### config.mk
export PLATFORM = sky130hd
export DESIGN_NAME = cnt_slot_arbiter
export DESIGN_NICKNAME = d
export VERILOG_FILES = /design/src/rtl/cnt_slot_arbiter.sv
export SDC_FILE = /design/constraint.sdc
export NUM_CORES = 1
export LEC_CHECK = 0
export ABC_AREA = 1
export BUFFER_PORTS_ARGS = -buffer_cell sky130_fd_sc_hd__buf_2
export CAP_MARGIN = 0
export CORE_UTILIZATION = 45
export DETAILED_ROUTE_END_ITERATION = 16
export GPL_ROUTABILITY_DRIVEN = 0
export PLACE_DENSITY = 0.76
export SYNTH_ARGS = -nofsm -noshare
export SYNTH_HDL_FRONTEND = slang
export SYNTH_SLANG_ARGS = --single-unit
### constraint.sdc
create_clock -name clk -period 3.4 [get_ports clk]
set_clock_uncertainty 0.15 [all_clocks]
set_input_delay 0.51 -clock clk [delete_from_list [all_inputs] [get_ports clk]]
set_output_delay 0.51 -clock clk [all_outputs]
set_load 0.02 [all_outputs]
### src/rtl/cnt_slot_arbiter.sv
// Round-robin arbiter that time-shares one up-counter among NREQ requesters.
// Optional early abort on request drop is enabled by defining CNT_SLOT_ABORT_EN.
module cnt_slot_arbiter #(
  parameter int NREQ  = 4,
  parameter int CNT_W = 3
) (
  input  logic                  clk,
  input  logic                  reset,
  input  logic [NREQ-1:0]       req,
  input  logic [NREQ*CNT_W-1:0] start_val,
  output logic [NREQ-1:0]       gnt,
  output logic                  busy,
  output logic [CNT_W-1:0]      counter,
  output logic                  y,
  output logic [NREQ-1:0]       done
);

  localparam int PTR_W = (NREQ > 1) ? $clog2(NREQ) : 1;
  localparam logic [CNT_W-1:0] MAX = '1;

  typedef enum logic [1:0] {
    S_IDLE  = 2'd0,
    S_COUNT = 2'd1,
    S_DONE  = 2'd2
  } state_t;

  state_t             state_q, state_d;
  logic [NREQ-1:0]    gnt_q, gnt_d;
  logic [NREQ-1:0]    done_q, done_d;
  logic [CNT_W-1:0]   counter_q, counter_d;
  logic               busy_q, busy_d;
  logic [PTR_W-1:0]   ptr_q, ptr_d;
  logic [PTR_W-1:0]   winner_q, winner_d;

  logic [CNT_W-1:0]   sv_arr [NREQ];
  logic               found;
  logic [PTR_W-1:0]   win_idx;
  logic [PTR_W-1:0]   cand;
  logic [PTR_W-1:0]   next_ptr;
  logic               abort_hit;
  int                 idx;

  always_comb begin
    for (int i = 0; i < NREQ; i++) begin
      sv_arr[i] = start_val[i*CNT_W +: CNT_W];
    end
  end

  // Scan from ptr upward with wrap; the first requesting index wins.
  always_comb begin
    found   = 1'b0;
    win_idx = '0;
    cand    = '0;
    idx     = 0;
    for (int k = 0; k < NREQ; k++) begin
      idx = int'(ptr_q) + k;
      if (idx >= NREQ) idx = idx - NREQ;
      cand = PTR_W'(idx);
      if (!found && req[cand]) begin
        found   = 1'b1;
        win_idx = cand;
      end
    end
  end

  assign next_ptr = (winner_q == PTR_W'(NREQ - 1)) ? '0 : winner_q + 1'b1;

`ifdef CNT_SLOT_ABORT_EN
  assign abort_hit = (state_q == S_COUNT) && !req[winner_q];
`else
  assign abort_hit = 1'b0;
`endif

  always_comb begin
    state_d   = state_q;
    gnt_d     = gnt_q;
    done_d    = done_q;
    counter_d = counter_q;
    busy_d    = busy_q;
    ptr_d     = ptr_q;
    winner_d  = winner_q;
    unique case (state_q)
      S_IDLE: begin
        if (found) begin
          state_d          = S_COUNT;
          gnt_d            = '0;
          gnt_d[win_idx]   = 1'b1;
          counter_d        = sv_arr[win_idx];
          busy_d           = 1'b1;
          winner_d         = win_idx;
        end
      end
      S_COUNT: begin
        if (abort_hit) begin
          state_d   = S_IDLE;
          gnt_d     = '0;
          busy_d    = 1'b0;
          counter_d = '0;
          ptr_d     = next_ptr;
        end else if (counter_q == MAX) begin
          state_d          = S_DONE;
          gnt_d            = '0;
          busy_d           = 1'b0;
          counter_d        = '0;
          done_d           = '0;
          done_d[winner_q] = 1'b1;
          ptr_d            = next_ptr;
        end else begin
          counter_d = counter_q + 1'b1;
        end
      end
      S_DONE: begin
        // No arbitration here, guaranteeing one idle cycle between slots.
        state_d = S_IDLE;
        done_d  = '0;
      end
      default: begin
        state_d = S_IDLE;
      end
    endcase
  end

  always_ff @(posedge clk) begin
    if (reset) begin
      state_q   <= S_IDLE;
      gnt_q     <= '0;
      done_q    <= '0;
      counter_q <= '0;
      busy_q    <= 1'b0;
      ptr_q     <= '0;
      winner_q  <= '0;
    end else begin
      state_q   <= state_d;
      gnt_q     <= gnt_d;
      done_q    <= done_d;
      counter_q <= counter_d;
      busy_q    <= busy_d;
      ptr_q     <= ptr_d;
      winner_q  <= winner_d;
    end
  end

  assign gnt     = gnt_q;
  assign done    = done_q;
  assign counter = counter_q;
  assign busy    = busy_q;
  assign y       = (state_q == S_COUNT) && (counter_q == MAX);

endmodule

==> impl_metrics.yaml, run 1 <==
yosys:
  ys.flop_type: "dfxtp_1"
  syn-num-nets: 200
  ys_warn_count: 0
  synthTopCellsByCount: "nand2_1, dfxtp_1, inv_1, nand2_2, nand3_1"
  synth_cells: 176
  async_flop_share: 0
  netlist_top_cells_area: "dfxtp_1, nand2_1, ha_1"
  yosysSeqAreaShare: 0.2966
  ys_ff_latch: 18
  syn_area_um2: 1215
  avgSynthCellArea_um2: 6.903
  yosys.area.top_type_share: 0.2966
  synth_top_area_cell: "dfxtp_1"
  synth.most_common_cell: "nand2_1"
  synth_cell_types: 23
  synth_edf_count: 0
sta:
  period_needed_ps: 2322
  tightestPinTransition_ps: 565.0
  maxSlewViolCount: 0
  relSlewSlack: 0.6228
  fin_tns_setup_ps: 0
  setup_viol: 0
  rsz0062_at_grt: "false"
  finalCritPeriodShare: 0.6831
  hold_viol_final: 0
  fmax_mhz: 430.6
final_layout:
  post_route_cells_drive_above_1_share: 0.3221
  fillers: 233
  nNetsFinal: 233
  layout.cells.non_filler: 238
  antenna_cells: 0
  design_area_um2: 1424
  area_delta_synth_final_pct: 17.20
routing:
  drt_iter0_drc: 20
  drt_pass1_iterations: 4
  vias: 1153
  wl_mm: 2.525
  ant_nets: 0
  wl_per_cell_um: 10.61
  drc: 0
  routed_via_density: 4.845
cts:
  cts_buffers: 3
  post_cts_buffers: 0
  clk_transition_reported_paths_ps: 110
  cts_tree: "built"
  clk_latency_ps: 300
  cts_root_buf: "clkbuf_4"
  htreeDepth: 1
  ctsHoldBuffers: 0
  clock_path_buffers: 2
  clock_sinks: 18
  postCtsResizedCells: 0
worst_setup_path:
  crit_top_cell: "nand2_1"
  path_class: "flip-flop to flip-flop"
  reg2reg_to: "counter[0]$_SDFFE_PP0P_"
  arrival_ps: 2410
  critical_path_buf_inv_count: 1
  crit_slowest_cell: "dfxtp_1"
  crit_cells: 14
  max_stage_delay_ps: 690
  cp_max_fo: 11
  critical_path_required_ps: 3490
  crit_family: "simple AND/OR/NAND/NOR gates"
  end_kind: "flip-flop"
  rr_startpoint: "ptr_q[0]$_SDFFE_PP0P_"
  reg2regPathDepth: 14
  cp-startpoint: "ptr_q[0]$_SDFFE_PP0P_"
  timing.critical_path.cells: "inv_2 > nand2_1 > nand2_2 > nand2_1 > nand2_2 > a21oi_2 > nand2_4 > nand2_4 > nand2_1 > nand2_1 > nand2_1 > nand2_1 > nand2_1 > a21oi_2"
  start_kind: "flip-flop"
  crit_end: "counter[0]$_SDFFE_PP0P_"
  rrSetupSlack_ps: 1080
worst_hold_path:
  hold_depth: 2
  hold_path.class: "flip-flop to flip-flop"
  hp-start: "busy$_SDFFE_PP0P_"
floorplanning:
  dieArea_um2: 2912
  die_h_um: 53.96
  io_pins: 31
  core.rowCount: 18
  core_area_um2: 2522
  die_w_um: 53.96
  initial_core_util: 0.4816
power_and_ir_drop:
  power_density_nw_per_um2: 349.7
  vdd_ir_drop_max_uv: 383.5
  p_leak_nw: 0.7520
global_routing:
  overflow: 0
  antenna_found_initial: 0
  grt_max_degree: 12
  grt_pass1_wl_mm: 4.236
  grt_usage: 0.1980
  grt_pass1_vias: 995
placement:
  dp.cells: 234
  placed_cell_area_um2: 1388
  hpwl_mm: 1.917
  io_buffers: 30
flow_run:
  max-cap-violations: 0
status:
  status: "finished clean"
where the power goes:
group          leakage [nW]  internal [mW]  switching, mW
Clock                0.0210         0.0653         0.0689
Sequential            0.147          0.224        0.00973
Combinational         0.584         0.0471         0.0833
Total                 0.752          0.336          0.162
through the flow:
stage          utilization  setup slack, ps  hold slack [ps]  power [mW]
3_3_place_gp        0.5501             1142            302.9      0.3675
6_report            0.5645             1078            318.7      0.4979
5_1_grt             0.5645            851.0            324.2      0.5301
4_1_cts             0.5645             1116            317.4      0.4998
2_1_floorplan            -             1571            353.5      0.3323
3_5_place_dp        0.5501             1147            304.1      0.3675
placed cells by master (no fill, tap or decap):
cell      count
inv_1        15
nor3_1        1
nand3b_1      1
clkbuf_4      3
a211oi_1      1
clkbuf_8      1
nand3_2       2
o21ai_2       1
o21ai_0       5
a21oi_1       9
nor2_1        9
nand4_1       2
nand2_4       5
nand2_1      58
buf_2        30
inv_2         5
nand3_1      12
a21oi_2       4
ha_1          6
dfxtp_1      18
a32o_1        4
nor2_4        3
nor2_2        1
nand2_2      12
worst min-delay path, cell delays in order (launching register included):
cell and delay [ps]:
dfxtp_1 320, nand2_1 60, a21oi_1 50
sequential cells by signal, summed over array words and instances, names as in the netlist:
signal / flops
ptr_q: 2
busy: 1
winner_q: 2
gnt: 4
counter: 3
done: 4
state_q: 2
worst min-delay path by stage:
| stage | end | slack [ps] |
|---|---|---|
| after floorplan | winner_q[1]$_SDFFE_PP0P_ | 350 |
| after global placement | gnt[0]$_SDFFE_PP0P_ | 300 |
| after detailed placement | gnt[2]$_SDFFE_PP0P_ | 300 |
| after CTS | counter[2]$_SDFFE_PP0P_ | 320 |
| after global routing | counter[2]$_SDFFE_PP0P_ | 320 |
| final | busy$_SDFFE_PP0P_ | 320 |
layer usage:
layer,up-vias,part of all wire,GRT usage
li1,628,-,-
met1,496,0.53,0.2775
met2,27,0.43,0.3086
met3,2,0.041,0.04237
met4,0,0.0028,0.03947
met5,-,0,0
layout make-up:
class,count,area (um^2),share of cell area
inverter,20,75.07,0.05272
tap,30,37.54,0.02636
multi-input combinational,136,764.5,0.5369
clock buffer,4,36.28,0.02548
timing repair buffer,30,150.1,0.1054
sequential,18,360.3,0.2531
kinds of logic after synthesis:
logic type               share of synthesized area
buffers and inverters                      0.07415
AO/OA/AOI/OAI                               0.1328
adder cells (fa/ha/maj)                    0.06179
flip-flops                                  0.2966
AND/OR/NAND/NOR                             0.4346
Power figures use the tool's default switching activity.
==> inputs of run 2 (changes only) <==
==> constraint.sdc (replaced) <==
create_clock -name clk -period 2.4 [get_ports clk]
set_clock_uncertainty 0.15 [all_clocks]
set_input_delay 0.36 -clock clk [delete_from_list [all_inputs] [get_ports clk]]
set_output_delay 0.36 -clock clk [all_outputs]
set_load 0.02 [all_outputs]
==> impl_metrics.yaml, run 2 (same netlist as run 1, synthesis figures left out) <==
status:
  status: "finished clean"
cts:
  htreeDepth: 1
  cts_tree: "built"
  clk_latency_ps: 290
  cts_root_buf: "clkbuf_4"
  clk_transition_reported_paths_ps: 100
  cts_buffers: 3
  post_cts_buffers: 0
  clock_sinks: 18
  clock_path_buffers: 2
  ctsHoldBuffers: 0
  postCtsResizedCells: 0
sta:
  rsz0062_at_grt: "false"
  hold_viol_final: 0
  finalCritPeriodShare: 0.8585
  maxSlewViolCount: 0
  relSlewSlack: 0.7686
  period_needed_ps: 2060
  fin_tns_setup_ps: 0
  tightestPinTransition_ps: 345.9
  fmax_mhz: 485.3
  setup_viol: 0
floorplanning:
  core.rowCount: 18
  initial_core_util: 0.4816
  io_pins: 31
  die_w_um: 53.96
  dieArea_um2: 2912
  die_h_um: 53.96
  core_area_um2: 2522
final_layout:
  fillers: 270
  post_route_cells_drive_above_1_share: 0.3221
  antenna_cells: 0
  layout.cells.most_common_list: "nand2_1, buf_2, dfxtp_1"
  nNetsFinal: 234
  final_common_cell: "nand2_1"
  area_delta_synth_final_pct: 16.68
routing:
  routed_via_density: 4.979
  wl_per_cell_um: 10.26
  vias: 1185
  drt_pass1_iterations: 4
  drc: 0
  drt_iter0_drc: 22
  ant_nets: 0
  wl_mm: 2.441
global_routing:
  grt_pass1_wl_mm: 4.112
  grt_pass1_vias: 981
  grt_usage: 0.1906
  overflow: 0
  grt_max_degree: 11
  antenna_found_initial: 0
worst_setup_path:
  critical_path_buf_inv_count: 2
  timing.critical_path.cells: "ha_1 > ha_1 > nand2_1 > inv_1 > buf_2"
  path_class: "flip-flop to output port"
  crit_top_cell: "ha_1"
  end_kind: "output port"
  crit_family: "adder cells"
  cp_max_fo: 8
  critical_path_required_ps: 1890
  arrival_ps: 1550
  max_stage_delay_ps: 350
  crit_slowest_cell: "dfxtp_1"
  start_kind: "flip-flop"
power_and_ir_drop:
  p_leak_nw: 0.7502
  vdd_ir_drop_max_uv: 457.5
  power_density_nw_per_um2: 468.0
  finalPower_mw: 0.6635
placement:
  io_buffers: 30
  hpwl_mm: 1.936
worst_hold_path:
  hold_path.class: "input port to flip-flop"
flow_run:
  max-cap-violations: 0
## run 2: cell types whose count changed in the layout (fill, tap and decap cells not counted)
cell      delta
buf_4        +1
clkbuf_8     -1
## run 2: path summary, 6_finish.rpt
path              slack (ps)                     from                      end  cells past startpoint
setup / recovery         340  counter[0]$_SDFFE_PP0P_                        y                      5
hold / removal           200                    reset  counter[2]$_SDFFE_PP0P_                      2
setup reg to reg         380    ptr_q[0]$_SDFFE_PP0P_  counter[0]$_SDFFE_PP0P_                     15
hold reg to reg          320        busy$_SDFFE_PP0P_        busy$_SDFFE_PP0P_                      2
## run 2: where the power goes
| part | switching (mW) | total, mW | leakage [nW] | internal (mW) |
|---|---|---|---|---|
| Sequential | 0.0138 | 0.330 | 0.147 | 0.317 |
| Clock | 0.0901 | 0.148 | 0.0138 | 0.0584 |
| Combinational | 0.118 | 0.185 | 0.589 | 0.0669 |
## run 2: worst register-to-register path, stage by stage (launching register included)
cell	delay [ps]
dfxtp_1	510
buf_4	220
nand2_2	70
nand2_4	90
nand2_2	50
nand2_2	80
nor2_2	50
nor2_4	110
nand2_4	100
nand2_4	130
nand2_1	60
nand2_1	50
nand2_1	40
nand2_1	70
nand2_1	60
a21oi_2	100
## run 2: metal layers
layer  routed length, um  global-route usage  vias to the layer above  share of wire
li1                    -                   -                      630              -
met1                1214              0.2801                      525           0.50
met2                1083              0.2881                       30           0.44
met3                 143             0.04802                        0          0.059
met4                   0             0.01316                        0              0
met5                   0                   0                        -              0
## run 2: layout make-up
cell class | instances | area [um^2] | share of cell area
well taps | 30 | 37.54 | 0.02648
inverters | 20 | 75.07 | 0.05296
flip-flops and latches | 18 | 360.3 | 0.2542
clock buffers | 3 | 22.52 | 0.01589
multi-input cells | 136 | 764.5 | 0.5393
repair buffers | 31 | 157.7 | 0.1112
## run 2: through the flow
stage               cell area, um^2  hold WS, ps    util  std cells  setup slack (ps)
floorplan                      1215        353.5       -        176             702.5
global placement               1395        301.6  0.5531        235             410.3
detailed placement             1395        304.0  0.5531        235             381.0
CTS                            1418        177.6  0.5620        238             317.0
global route                   1418        182.7  0.5620        238             153.0
finish                         1418        195.6  0.5620        238             339.5
